**config.mk**
```make
export PLATFORM = sky130hd
export DESIGN_NAME = alu_exec_unit_flat
export DESIGN_NICKNAME = d
export VERILOG_FILES = /design/src/rtl/alu_exec_unit_if.sv /design/src/rtl/alu_exec_unit.sv /design/src/flat_wrapper.sv
export SDC_FILE = /design/constraint.sdc
export NUM_CORES = 1
export LEC_CHECK = 0
export CORE_MARGIN = 2
export CORE_UTILIZATION = 40
export DETAILED_ROUTE_END_ITERATION = 8
export DONT_BUFFER_PORTS = 1
export GPL_TIMING_DRIVEN = 0
export PLACE_DENSITY = 0.55
export SLEW_MARGIN = 0
export SYNTH_ARGS = -nofsm -noshare
export SYNTH_HDL_FRONTEND = slang
export SYNTH_SLANG_ARGS = --single-unit
```
**constraint.sdc**
```tcl
create_clock -name clk -period 2.3 [get_ports clk]
set_clock_uncertainty 0.2 [all_clocks]
set_input_delay 0.46 -clock clk [delete_from_list [all_inputs] [get_ports clk]]
set_output_delay 0.46 -clock clk [all_outputs]
set_load 0.02 [all_outputs]
```
**src/rtl/alu_exec_unit_if.sv**
```systemverilog
// Bus between the MIPS execute stage and its neighbours: operands and control in,
// decoded operation code plus registered ALU results and flags out.
interface alu_exec_unit_if;
    logic [1:0]  alu_op;
    logic [5:0]  funct;
    logic [31:0] a;
    logic [31:0] b;
    logic        branch;
    logic [3:0]  alu_ctrl;
    logic [31:0] result;
    logic        zero;
    logic        overflow;
    logic        branch_taken;

    modport master (
        output alu_op, funct, a, b, branch,
        input  alu_ctrl, result, zero, overflow, branch_taken
    );

    modport slave (
        input  alu_op, funct, a, b, branch,
        output alu_ctrl, result, zero, overflow, branch_taken
    );
endinterface

```
**src/rtl/alu_exec_unit.sv**
```systemverilog
// Single-cycle MIPS execute stage: ALU-control decode, 32-bit ALU and the branch
// qualifier, with result and flags registered together every cycle.
module alu_exec_unit (
    input  logic            clk,
    input  logic            rst,
    alu_exec_unit_if.slave  bus_io
);

    typedef enum logic [3:0] {
        OP_AND = 4'b0000,
        OP_OR  = 4'b0001,
        OP_ADD = 4'b0010,
        OP_SUB = 4'b0110,
        OP_SLT = 4'b0111,
        OP_NOR = 4'b1100,
        OP_INV = 4'b1111
    } alu_ctrl_e;

    alu_ctrl_e   ctrl;
    logic [31:0] sum;
    logic [31:0] diff;
    logic [31:0] result_d, result_q;
    logic        zero_d, zero_q;
    logic        overflow_d, overflow_q;
    logic        branch_taken_d, branch_taken_q;

    always_comb begin
        ctrl = OP_INV;
        unique case (bus_io.alu_op)
            2'b00: ctrl = OP_ADD;
            2'b01: ctrl = OP_SUB;
            2'b10: begin
                case (bus_io.funct)
                    6'b100000: ctrl = OP_ADD;
                    6'b100010: ctrl = OP_SUB;
                    6'b100100: ctrl = OP_AND;
                    6'b100101: ctrl = OP_OR;
                    6'b101010: ctrl = OP_SLT;
                    6'b100111: ctrl = OP_NOR;
                    default:   ctrl = OP_INV;
                endcase
            end
            default: ctrl = OP_INV;
        endcase
    end

    assign bus_io.alu_ctrl = ctrl;

    assign sum  = bus_io.a + bus_io.b;
    assign diff = bus_io.a - bus_io.b;

    // SLT compares signed operands directly so a wrapped difference cannot flip it.
    always_comb begin
        result_d   = '0;
        overflow_d = 1'b0;
        case (ctrl)
            OP_AND: result_d = bus_io.a & bus_io.b;
            OP_OR:  result_d = bus_io.a | bus_io.b;
            OP_ADD: begin
                result_d   = sum;
                overflow_d = (bus_io.a[31] == bus_io.b[31]) && (sum[31] != bus_io.a[31]);
            end
            OP_SUB: begin
                result_d   = diff;
                overflow_d = (bus_io.a[31] != bus_io.b[31]) && (diff[31] != bus_io.a[31]);
            end
            OP_SLT: result_d = ($signed(bus_io.a) < $signed(bus_io.b)) ? 32'd1 : 32'd0;
            OP_NOR: result_d = ~(bus_io.a | bus_io.b);
            default: begin
                result_d   = '0;
                overflow_d = 1'b0;
            end
        endcase
    end

    assign zero_d         = (result_d == 32'd0);
    assign branch_taken_d = bus_io.branch & zero_d;

    always_ff @(posedge clk or posedge rst) begin
        if (rst) begin
            result_q       <= '0;
            zero_q         <= 1'b0;
            overflow_q     <= 1'b0;
            branch_taken_q <= 1'b0;
        end else begin
            result_q       <= result_d;
            zero_q         <= zero_d;
            overflow_q     <= overflow_d;
            branch_taken_q <= branch_taken_d;
        end
    end

    assign bus_io.result       = result_q;
    assign bus_io.zero         = zero_q;
    assign bus_io.overflow     = overflow_q;
    assign bus_io.branch_taken = branch_taken_q;

endmodule

```
**src/flat_wrapper.sv**
```systemverilog
// flat-port wrapper written by rule: the top's interface ports become plain ports
module alu_exec_unit_flat 
  (clk, rst, bus_io_alu_op, bus_io_funct, bus_io_a, bus_io_b, bus_io_branch, bus_io_alu_ctrl, bus_io_result, bus_io_zero, bus_io_overflow, bus_io_branch_taken);
  alu_exec_unit_if bus_io_i ();
  input  logic clk;
  input  logic rst;
  input wire logic [$bits(bus_io_i.alu_op)-1:0] bus_io_alu_op;
  input wire logic [$bits(bus_io_i.funct)-1:0] bus_io_funct;
  input wire logic [$bits(bus_io_i.a)-1:0] bus_io_a;
  input wire logic [$bits(bus_io_i.b)-1:0] bus_io_b;
  input wire logic [$bits(bus_io_i.branch)-1:0] bus_io_branch;
  output wire logic [$bits(bus_io_i.alu_ctrl)-1:0] bus_io_alu_ctrl;
  output wire logic [$bits(bus_io_i.result)-1:0] bus_io_result;
  output wire logic [$bits(bus_io_i.zero)-1:0] bus_io_zero;
  output wire logic [$bits(bus_io_i.overflow)-1:0] bus_io_overflow;
  output wire logic [$bits(bus_io_i.branch_taken)-1:0] bus_io_branch_taken;
  assign bus_io_i.alu_op = bus_io_alu_op;
  assign bus_io_i.funct = bus_io_funct;
  assign bus_io_i.a = bus_io_a;
  assign bus_io_i.b = bus_io_b;
  assign bus_io_i.branch = bus_io_branch;
  assign bus_io_alu_ctrl = bus_io_i.alu_ctrl;
  assign bus_io_result = bus_io_i.result;
  assign bus_io_zero = bus_io_i.zero;
  assign bus_io_overflow = bus_io_i.overflow;
  assign bus_io_branch_taken = bus_io_i.branch_taken;
  alu_exec_unit u_core (.clk(clk), .rst(rst), .bus_io(bus_io_i));
endmodule
```
After elaboration in Yosys (flattened, before gate mapping)
Index checks and enable logic that the tools add are counted.

Register bits: 35.

Add/subtract/negate cells: 2. $lt $le $gt $ge: 1. Equal/unequal tests: 17. Muxes and demuxes: 5. Bitwise logic cells: 4. Reduce and logical (&&, ||, !) cells: 5.

Operator list (count): one-hot mux 32 bit (6 select lines) (1); == test 6 bit (second input constant) (6); adder 32 bit (1); bitwise AND 32 bit (1); logical NOT 32 bit (1); < comparator 32 bit (1); inverter 32 bit (1); bitwise OR 32 bit (1); subtractor 32 bit (1); one-hot mux 4 bit (6 select lines) (1); one-hot mux 4 bit (3 select lines) (1); == test 4 x 3 -> 1 bit (second input constant) (2); == test 4 x 1 -> 1 bit (second input constant) (1); == test 4 x 2 -> 1 bit (second input constant) (1); == test 4 bit (second input constant) (1); logical NOT 4 bit (1); != test 1 bit (3); == test 2 x 1 -> 1 bit (second input constant) (1); == test 2 bit (second input constant) (1); logical AND 1 bit (2); logical NOT 2 bit (1); one-hot mux 1 bit (2 select lines) (1); bitwise AND 1 bit (1); == test 1 bit (1); 2-to-1 mux 1 bit (1).

Longest topological paths before layout
Gate-level depths: netlist of the first run.

Depth in word-level cells: 7. Gate-level depth with buffers: 14.

Worst setup path after synthesis of the first run
OpenSTA, ideal clock, no wires.

Path type: input -> register. From: input bus_io_b[0]. To: register u_core.branch_taken_q (netlist: u_core.bus_io.branch_taken). Library setup time: 0.096 ns. Data arrival time: 3.269 ns. Required time: 2.004 ns. Path slack: -1.265 ns. Cell stages on the path: 14. Path buffers: 0. Cell sequence: ha_1 > inv_1 > fa_1 > nand3b_1 > a21oi_1 > o21ai_1 > a211oi_4 > o21ai_1 > a2111oi_1 > o311ai_0 > o41a_1 > nor4_1 > nand4b_1 > nor4_2.

Elaborated cells between the ends (all ways): 10. Classes of those cells: add/sub: 2; order compare: 1; mux: 2; bitwise: 4; reduce/logical: 1.

RTL lines: from (decl) (line flat_wrapper.sv:10) `input wire logic [$bits(bus_io_i.b)-1:0] bus_io_b;`; subtractor 32 bit or adder 32 bit (tied branches) (line alu_exec_unit.sv:50, alu_exec_unit.sv:49); one-hot mux 32 bit (6 select lines) * (line alu_exec_unit.sv:56) `case (ctrl)`; named net u_core.result_d[24] (line alu_exec_unit.sv:22) `logic [31:0] result_d, result_q;`; logical NOT 32 bit * (line alu_exec_unit.sv:76) `assign zero_d = (result_d == 32'd0);`; bitwise AND 1 bit * (line alu_exec_unit.sv:77) `assign branch_taken_d = bus_io.branch & zero_d;`; named net u_core.branch_taken_d (line alu_exec_unit.sv:25) `logic branch_taken_d, branch_taken_q;`; to (signal assigned) (line alu_exec_unit.sv:89) `branch_taken_q <= branch_taken_d;`; to (decl) (line alu_exec_unit.sv:25).

The timed path passes the listed nets; every way through them passes the cells marked *.

Final worst setup path of the first run
Same ends and word-level chain as after synthesis.

==> impl_metrics.tcl, run 1 <==
set metrics [dict create \
    run_status "finished with violations" \
    violations "setup timing" \
    drv_cap 0 \
    power_mw 3.91 \
    antenna_cells 0 \
    setup_viol 25 \
    fin_ws_ns -1.41 \
    vdd_drop_max_uv 508 \
    clk_pin_slew_ns 0.05 \
    wirelength_um 27600 \
    drtPass1Iterations 6 \
    htree_levels 2 \
    synth_edf_count 0 \
    synth_cells 921 \
    drc 0 \
    track_usage_pct 29.4 \
    synth_top_area_cell "ha_1" \
    synth_area_leaders "ha_1, dfrtp_1, inv_1" \
    cp.arrival_ns 3.69 \
    finalCritPeriodShare_pct 161 \
    core_um2 17100 \
    hold_violations 0 \
    drt_iter0_markers 918 \
    start_util_pct 40.5 \
    via_per_inst 6.43 \
    fp.dieH_um 135 \
    ys_types 94 \
    postSynthNetCount 1097 \
    gp_congestion 0.972 \
    clock_path_buffers 2 \
    power_switching_share_pct 43.9 \
    combPwrFrac_pct 55.0 \
    wl_per_cell_um 22.9 \
    fillers 1635 \
    pwr-share-seq_pct 22.0 \
    design_area_um2 9010 \
    vias 7766 \
    die_w_um 135 \
    grt_busiest_layer "met2" \
    tightest_slew_ns 0.840 \
    crit_fanout 4 \
    grt_max_degree 19 \
    max_freq_mhz 270 \
    seq_area_frac_synth_pct 12.7 \
    critPathRequiredTime_ns 2.28 \
    dieArea_um2 18300 \
    period_minus_slack_ns 3.71 \
    cp-start-kind "input port" \
    area_growth_pct 30.6 \
    clockPowerShare_pct 23.0 \
    clkSinkCount 35 \
    leakagePower_nw 3.78 \
    use_met2_pct 45.9 \
    slew_headroom_pct 43.9 \
    power_density_nw_per_um2 434 \
    synth_top_area_share_pct 17.9 \
    final_util_pct 52.8 \
    drive_gt1_share_pct 29.4 \
    grt_pass1_vias 7232 \
    placed_area_um2 7690 \
    postRouteAntennaNets 0 \
    met1_usage_pct 42.8 \
    gr-total-overflow 0 \
    power.switching_mw 1.72 \
    clockRootBuffer "clkbuf_16" \
    rows 48 \
    synth_area_um2 6900 \
    async_flop_share_pct 100 \
    synth_ff_type "dfrtp_1" \
    ys_warn_count 0 \
    port_buffers 0 \
    finalNetCount 1158 \
    end_kind "flop" \
    cts-hold-fix-buffers 0 \
    ioPinCount 114 \
    numCtsBuffers 5 \
    grt_pass1_wl_um 42000 \
    cts_tree "built" \
    dpl.hpwl_um 21200 \
    p_int_mw 2.19 \
    met3_usage_pct 4.30 \
    rsz0062_at_grt "true" \
    antenna_found_initial 0 \
    syn-mean-instance-area_um2 7.49 \
    min_path_type "input port to async pin" \
    drv_slew 0 \
    crit_type "input port to flop" \
    synth_seq_cells 35 \
]
==> layout by cell type, fill, tap and decap left out, types with 8 or more instances in the layout <==
master	instances
inv_1	82
ha_1	80
nor2_1	58
a21oi_1	52
nand2_1	50
buf_4	49
o21ai_0	35
dfrtp_1	35
xnor2_1	29
a22oi_1	27
buf_6	19
inv_2	17
a21oi_2	16
a21o_1	16
nand3_1	14
ha_4	14
nor3_1	13
buf_2	12
o211ai_1	12
nand4_1	11
nand2b_1	10
nor2b_1	10
o22ai_1	10
clkbuf_4	9
o21ai_2	9
a21oi_4	9
a31oi_1	9
clkbuf_2	8
o21ai_1	8
==> synthesized netlist by cell type (8+ instances only) <==
cell	instances
a21oi_1	75
nor2_1	65
clkbuf_1	26
nor4_1	12
a21o_1	16
o21ai_0	45
o211ai_1	12
dfrtp_1	35
o31ai_1	8
o221ai_1	9
nand2b_1	10
a22oi_1	27
o22ai_1	14
ha_1	99
a211oi_1	10
nand2_1	52
buf_2	19
nor3_1	17
nor2b_1	13
inv_1	102
a31oi_1	14
a221oi_1	11
xnor2_1	31
nand3_1	15
nand4_1	11
o21bai_1	8
==> worst max-delay path, cell delays in order <==
cell and delay, ns:
ha_4 0.12, inv_2 0.04, fa_2 0.35, nand3b_1 0.25
a21oi_2 0.25, o21ai_4 0.10, a211oi_4 0.36, o31a_1 0.17
o211ai_1 0.23, or4_4 0.58, nor3_2 0.15, and4bb_1 0.26
nand4b_1 0.17, nor4_2 0.20
==> power by group through the flow <==
stage	logic [mW]	clock network, mW	registers, mW
3_5_place_dp	1.72	0	0.875
2_1_floorplan	1.29	0	0.859
3_3_place_gp	1.72	0	0.871
4_1_cts	1.92	0.903	0.864
5_1_grt	2.29	0.922	0.871
6_report	2.15	0.898	0.861
==> per-stage QoR <==
stage	TNS, ns	setup slack [ns]	hold slack, ns	cells
global route	-16.23	-1.56	0.0894	1208
detailed placement	-31.42	-2.08	0.347	1147
global placement	-32.71	-2.03	0.405	1146
finish	-14.54	-1.41	0.0326	1208
floorplan	-11.10	-1.13	0.387	921
CTS	-13.40	-1.40	0.0462	1187
==> what timing repair did <==
action                                 4_1_cts  5_1_grt
pin swaps                                   47       40
setup endpoints to repair                   33       31
endpoints found under the hold margin        0        0
gates cloned                                 0        0
resized for setup                           80       85
buffers inserted                            34       24
==> cell families after synthesis <==
| group | count (synthesis) | synth area share (%) |
|---|---|---|
| compound gates | 351 | 36.7 |
| xor+xnor | 32 | 4.06 |
| fa+ha+maj | 101 | 18.5 |
| buf+inv | 161 | 9.48 |
| flops | 35 | 12.7 |
| mux | 3 | 0.616 |
| simple gates | 238 | 17.9 |
==> state kept, by name (all words and copies together) (netlist names) <==
name / cells
u_core.bus_io.result: 32
u_core.bus_io.branch_taken: 1
u_core.bus_io.overflow: 1
u_core.bus_io.zero: 1
==> layout make-up <==
| cell class | instances | area (um2) | area share, % |
|---|---|---|---|
| Timing Repair Buffer | 59 | 520 | 5.78 |
| Multi-Input combinational cell | 725 | 6360 | 70.6 |
| Clock inverter | 3 | 67.6 | 0.750 |
| Buffer | 48 | 328 | 3.64 |
| Clock buffer | 5 | 125 | 1.39 |
| Sequential cell | 35 | 876 | 9.72 |
| Inverter | 108 | 452 | 5.01 |
| Tap cell | 225 | 282 | 3.12 |
==> path summary, 6_finish.rpt <==
| path | start | endpoint | slack, ns | cells after the start |
|---|---|---|---|---|
| max in group asynchronous | rst | u_core.bus_io.result[29]$_DFF_PP0_ | 1.30 | 2 |
| worst max-delay path | bus_io_b[0] | u_core.bus_io.branch_taken$_DFF_PP0_ | -1.41 | 14 |
| worst min-delay path | rst | u_core.bus_io.result[17]$_DFF_PP0_ | 0.03 | 1 |
| min in group clk | bus_io_branch | u_core.bus_io.branch_taken$_DFF_PP0_ | 0.12 | 2 |
==> layer usage <==
| metal | vias to the layer above | wire (um) |
|---|---|---|
| met5 | - | 0 |
| met4 | 0 | 507 |
| met3 | 51 | 2710 |
| met2 | 430 | 12200 |
| met1 | 3764 | 12200 |
| li1 | 3521 | - |
Note: power is estimated with default switching activity, not from simulation.
==> run 2: changes to the inputs <==
- CAP_MARGIN: default -> 20
==> results of run 2 <==
The final DEF is identical to that of run 1; final timing and power are the same.
==> run 3: changes to the inputs <==
- CTS_BUF_LIST: default -> sky130_fd_sc_hd__clkbuf_8 sky130_fd_sc_hd__clkbuf_16
==> results of run 3 <==
The final DEF is identical to that of run 1; final timing and power are the same.
